[config.mk]
export PLATFORM = sky130hd
export DESIGN_NAME = uart_rx_shift_register
export DESIGN_NICKNAME = d
export VERILOG_FILES = /design/src/rtl/uart_rx_shift_register.sv
export SDC_FILE = /design/constraint.sdc
export NUM_CORES = 1
export LEC_CHECK = 0
export BUFFER_PORTS_ARGS = -buffer_cell sky130_fd_sc_hd__buf_2
export CAP_MARGIN = 20
export CORE_MARGIN = 3
export CORE_UTILIZATION = 53
export CTS_BUF_LIST = sky130_fd_sc_hd__clkbuf_4
export CTS_CLUSTER_DIAMETER = 60
export CTS_CLUSTER_SIZE = 24
export DETAILED_ROUTE_END_ITERATION = 8
export PLACE_DENSITY = 0.72
export SLEW_MARGIN = 25
export SYNTH_ARGS = -nofsm -noshare
export SYNTH_HDL_FRONTEND = slang
export SYNTH_SLANG_ARGS = --single-unit
export TNS_END_PERCENT = 1
[constraint.sdc]
create_clock -name clk -period 1.78 [get_ports clk]
set_clock_uncertainty 0.1 [all_clocks]
set_input_delay 0.089 -clock clk [delete_from_list [all_inputs] [get_ports clk]]
set_output_delay 0.089 -clock clk [all_outputs]
set_load 0.02 [all_outputs]
[src/rtl/uart_rx_shift_register.sv]
// UART receive shift register: synchronizes the serial line, finds the start bit on the
// oversampling tick, shifts in DATA_BITS LSB-first, checks the stop bit and hands the byte over.
module uart_rx_shift_register #(
    parameter int DATA_BITS  = 8,
    parameter int OVERSAMPLE = 16
) (
    input  logic                 clk,
    input  logic                 nrst,
    input  logic                 sample_tick,
    input  logic                 bit_in,
    input  logic                 rx_ack,
    output logic [DATA_BITS-1:0] data_received,
    output logic                 rx_done,
    output logic                 framing_err,
    output logic                 overrun_err,
    output logic                 busy
);

    localparam int TICK_W = $clog2(OVERSAMPLE);
    localparam int BIT_W  = $clog2(DATA_BITS + 1);
    localparam logic [TICK_W-1:0] TICK_MID = TICK_W'(OVERSAMPLE / 2 - 1);
    localparam logic [TICK_W-1:0] TICK_END = TICK_W'(OVERSAMPLE - 1);
    localparam logic [BIT_W-1:0]  BIT_LAST = BIT_W'(DATA_BITS - 1);

    typedef enum logic [2:0] {
        S_IDLE,
        S_START,
        S_DATA,
        S_STOP,
        S_WAIT_IDLE
    } state_t;

    state_t                 r_state;
    state_t                 w_state_nxt;
    logic                   r_sync1;
    logic                   r_sync2;
    logic                   w_line_s;
    logic [TICK_W-1:0]      r_tick_cnt;
    logic [TICK_W-1:0]      w_tick_nxt;
    logic [BIT_W-1:0]       r_bit_idx;
    logic [BIT_W-1:0]       w_bit_nxt;
    logic [DATA_BITS-1:0]   r_shift;
    logic [DATA_BITS-1:0]   w_shift_nxt;
    logic                   w_complete;
    logic                   w_frame_err;

    assign w_line_s = r_sync2;
    assign busy     = (r_state != S_IDLE);

    always_comb begin
        w_state_nxt = r_state;
        w_tick_nxt  = r_tick_cnt;
        w_bit_nxt   = r_bit_idx;
        w_shift_nxt = r_shift;
        w_complete  = 1'b0;
        w_frame_err = 1'b0;
        if (sample_tick) begin
            case (r_state)
                S_IDLE: begin
                    if (!w_line_s) begin
                        w_state_nxt = S_START;
                        w_tick_nxt  = '0;
                    end
                end
                S_START: begin
                    if (r_tick_cnt == TICK_MID) begin
                        // A start bit that is high again by its midpoint was only a glitch
                        w_tick_nxt  = '0;
                        w_bit_nxt   = '0;
                        w_state_nxt = w_line_s ? S_IDLE : S_DATA;
                    end else begin
                        w_tick_nxt = r_tick_cnt + TICK_W'(1);
                    end
                end
                S_DATA: begin
                    if (r_tick_cnt == TICK_END) begin
                        w_shift_nxt = {w_line_s, r_shift[DATA_BITS-1:1]};
                        w_tick_nxt  = '0;
                        w_bit_nxt   = r_bit_idx + BIT_W'(1);
                        if (r_bit_idx == BIT_LAST) begin
                            w_state_nxt = S_STOP;
                        end
                    end else begin
                        w_tick_nxt = r_tick_cnt + TICK_W'(1);
                    end
                end
                S_STOP: begin
                    if (r_tick_cnt == TICK_END) begin
                        w_tick_nxt = '0;
                        if (w_line_s) begin
                            w_complete  = 1'b1;
                            w_state_nxt = S_IDLE;
                        end else begin
                            w_frame_err = 1'b1;
                            w_state_nxt = S_WAIT_IDLE;
                        end
                    end else begin
                        w_tick_nxt = r_tick_cnt + TICK_W'(1);
                    end
                end
                S_WAIT_IDLE: begin
                    if (w_line_s) begin
                        w_state_nxt = S_IDLE;
                    end
                end
                default: begin
                    w_state_nxt = S_IDLE;
                end
            endcase
        end
    end

    always_ff @(posedge clk or negedge nrst) begin
        if (!nrst) begin
            r_sync1       <= 1'b1;
            r_sync2       <= 1'b1;
            r_state       <= S_IDLE;
            r_tick_cnt    <= '0;
            r_bit_idx     <= '0;
            r_shift       <= '0;
            data_received <= '0;
            rx_done       <= 1'b0;
            framing_err   <= 1'b0;
            overrun_err   <= 1'b0;
        end else begin
            r_sync1    <= bit_in;
            r_sync2    <= r_sync1;
            r_state    <= w_state_nxt;
            r_tick_cnt <= w_tick_nxt;
            r_bit_idx  <= w_bit_nxt;
            r_shift    <= w_shift_nxt;
            // A new completion beats a simultaneous ack; an ack only prevents the overrun
            if (w_complete) begin
                data_received <= r_shift;
                rx_done       <= 1'b1;
                if (rx_ack) begin
                    framing_err <= 1'b0;
                    overrun_err <= 1'b0;
                end else if (rx_done) begin
                    overrun_err <= 1'b1;
                end
            end else if (w_frame_err) begin
                framing_err <= 1'b1;
                if (rx_ack) begin
                    rx_done     <= 1'b0;
                    overrun_err <= 1'b0;
                end
            end else if (rx_ack) begin
                rx_done     <= 1'b0;
                framing_err <= 1'b0;
                overrun_err <= 1'b0;
            end
        end
    end

endmodule

==> results.md <==
- Tmin final: 1.73 ns
- Routed met1 length: 1230 µm
- Slowest CP cell: dfrtp_2
- FILL cells: 197
- Vias in the first global route: 1045
- Number of remaining DRC errors: 0
- P_leak: 0.889 nW
- Post-Syn Area: between 1000 and 1500 µm²
- Post-synthesis net count: 134
- Hold Slack: 0.216 ns
- Final setup viols: 0
- Crit Path Class: reg2reg
- Slew Limit Fails: 0
- Number of distinct library cells after synthesis: 35
- Fraction of layout cells with a size suffix above 1: about 31%
- Crit-path leading delay family: simple AND/OR/NAND/NOR gates
- Num ports: 17
- Clock tree from TritonCTS: built
- Average wire per standard cell: 14.1 µm
- Async set-reset flop share out of synthesis: 100%
- RSZ-0062 raised after global routing: true
- H-Tree Depth: 2
- Worst-case vdd ir drop: 0.931 mV
- Max Cap Viol: 0
- Final hold viol count: 0
- Gr usage total: 18.4%
- Register area share after synthesis: 55.2%
- Num CTS Buffers: 5
- TritonCTS sink count: 32
- FP Rows: 18
- Vias: around 1100
- Die area: around 3400 µm²
- GP Congestion: 0.846
- Synth top area share: about half
- Total gr overflow: 0
- Port buffer count: 16
- Die Height: about 58 µm
- Layout Nets: 168
- Drt pass-1 iters: 4
- Routed Antenna Nets: 0
- Initial Util: 57.2%
- FF-to-FF path depth: 4
- EDFF count, synth: 0
- Global-route wire length before repair: 4560 µm
- Number of antenna diodes: 0
- Core area: ~2500 µm²
- Crit-path cells: or3b_4 -> a211o_4 -> nand2b_4 -> o31ai_4
- Worst Path Arrival: 1.88 ns
- Tcrit/Tclk final: roughly 100%
- Hold Path Class: in2async
- Final cell count without fillers: 192
- Yosys warns: 0
- Clock buffer depth: 2
- Max stage delay on crit path: 0.45 ns
- Slew Limit Headroom: between 50 and 60%
- Mapped Cells: 127
- Peak fanout along the critical path: 6
- Ys flop type: dfrtp_1
- Starting DRT DRC Count: 23
- Most common cell in the netlist: dfrtp_1
- Worst Max-Slew Pin Slew: between 0.6 and 0.7 ns
- Routed WL: 2710 µm
- WP data required: 1.93 ns
- WL met2: 1270 µm
- Maximum clock frequency: 0.579 GHz
- Antenna violations before repair: 0
- Average size of a mapped cell: between 10 and 15 µm²
- Synth area leaders: dfrtp_1, mux2_1, dfstp_2, o21ai_1, nand2_1
- DP Wirelength: 1820 µm
- CP endpoint kind: register
- Startpoint Class: register
- Buf/Inv on CP: 0
- Area added between synthesis and finish: 22.1%
- Status: completed
- WP depth: 4
- Pin count of the biggest net entering global routing: 33
- Top routing layer in use: met4
- Die width: between 50 and 60 µm
- Worst-path clk slew: 0.09 ns
- Synth area leader: dfrtp_1
- PwrDens: 1170 nW/µm²
- Placed cell count: 174
- Yosys reg bits: 32
- Root Driver: clkbuf_4
- Met3 WL: 120 µm
- Via/cell ratio: 5.57
- Commonest cells post-synth: dfrtp_1, mux2_1, nand2_1
- Clock Latency Late Sink: 0.33 ns
==> layer usage <==
layer / global-route usage [%] / vias up
met4: 10.3 / 0
met2: 30.0 / 26
met1: 20.8 / 518
met5: 0 / -
met3: 6.80 / 8
li1: - / 518
==> cell usage in the layout (no fill, tap or decap), drive strengths merged, types with 2 or more instances in the layout <==
cell type    Yosys  final
nor2             5      5
mux2            16     16
nand3            3      3
inv              5      5
clkbuf           4      7
o22ai            3      3
nor3             3      3
or2              2      2
or3b             2      2
or3              2      2
a211o            2      2
dfrtp           30     30
buf              2     28
a21o             2      2
dlygate4sd3      0      4
nor4             2      2
o21ai           10     10
nand2           12     13
nand2b           6      6
ha               2      2
dfstp            2      2
a21oi            2      2
nand4            3      3
==> power breakdown <==
part / internal (mW) / total, mW / switching [mW] / leakage (nW)
logic: 0.340 / 0.692 / 0.352 / 0.440
clock network: 0.182 / 0.405 / 0.223 / 0.0338
registers: 0.853 / 0.990 / 0.137 / 0.415
total: 1.37 / 2.09 / 0.712 / 0.889
==> state kept, by name, indices dropped and copies added (netlist names) <==
register,count
r_shift,8
rx_done,1
r_tick_cnt,4
framing_err,1
r_state,3
data_received,8
overrun_err,1
r_bit_idx,4
r_sync2,1
r_sync1,1
==> repair_timing <==
| action | 4_1_cts | 5_1_grt |
|---|---|---|
| pin swaps | 1 | 6 |
| endpoints found under the setup margin | 7 | 20 |
| hold endpoints to repair | 36 | 0 |
| hold buffers | 4 | 0 |
| gates resized for setup | 2 | 8 |
| setup buffers | 1 | 4 |
| cloned | 0 | 1 |
==> worst register-to-register path: stages, from the launching register on <==
cell      delay (ns)
dfrtp_2         0.45
or3b_4          0.41
a211o_4         0.36
nand2b_4        0.17
o31ai_4         0.16
==> worst paths after layout <==
kind | from | to | slack, ns
worst max-delay path | r_tick_cnt[3] | r_bit_idx[3] | 0.05
worst min-delay path | nrst | data_received[0] | 0.22
worst max register to register | r_tick_cnt[3] | r_bit_idx[3] | 0.05
worst min register to register | r_sync1 | r_sync2 | 0.26
max in group asynchronous | nrst | r_tick_cnt[3] | 0.88
min in group clk | r_sync1 | r_sync2 | 0.26
==> cell families (layout without fill, tap and decap cells) <==
group | after synthesis | count (layout) | synth area share, %
flops | 32 | 32 | 55.2
fa+ha+maj | 2 | 2 | 1.72
buf+inv | 11 | 45 | 3.44
simple gates | 44 | 45 | 17.7
compound gates | 22 | 22 | 9.62
mux | 16 | 16 | 12.4
==> stage by stage <==
stage                     util [%]  cell area (µm²)  setup slack [ns]   TNS, ns  power (mW)
final                         69.9             1780            0.0514         0        2.09
after global routing          69.9             1780          -0.00799  -0.00799        2.24
after CTS                     66.9             1700           0.00488         0        2.00
after detailed placement      62.7             1600           -0.0238   -0.0472        1.57
after global placement        62.7             1600            0.0586         0        1.53
after floorplan                  -             1460            0.0534         0        1.38
==> cell type report <==
type                            instances  area (µm²)  area share [%]
Sequential cell                        32         807            45.4
Multi-Input combinational cell         85         648            36.5
Clock inverter                          1        3.75           0.211
Inverter                                5        18.8            1.06
Tap cell                               30        37.5            2.11
Clock buffer                            7        52.6            2.96
Timing Repair Buffer                   32         210            11.8
No activity file was read; power rests on OpenSTA's default activity.
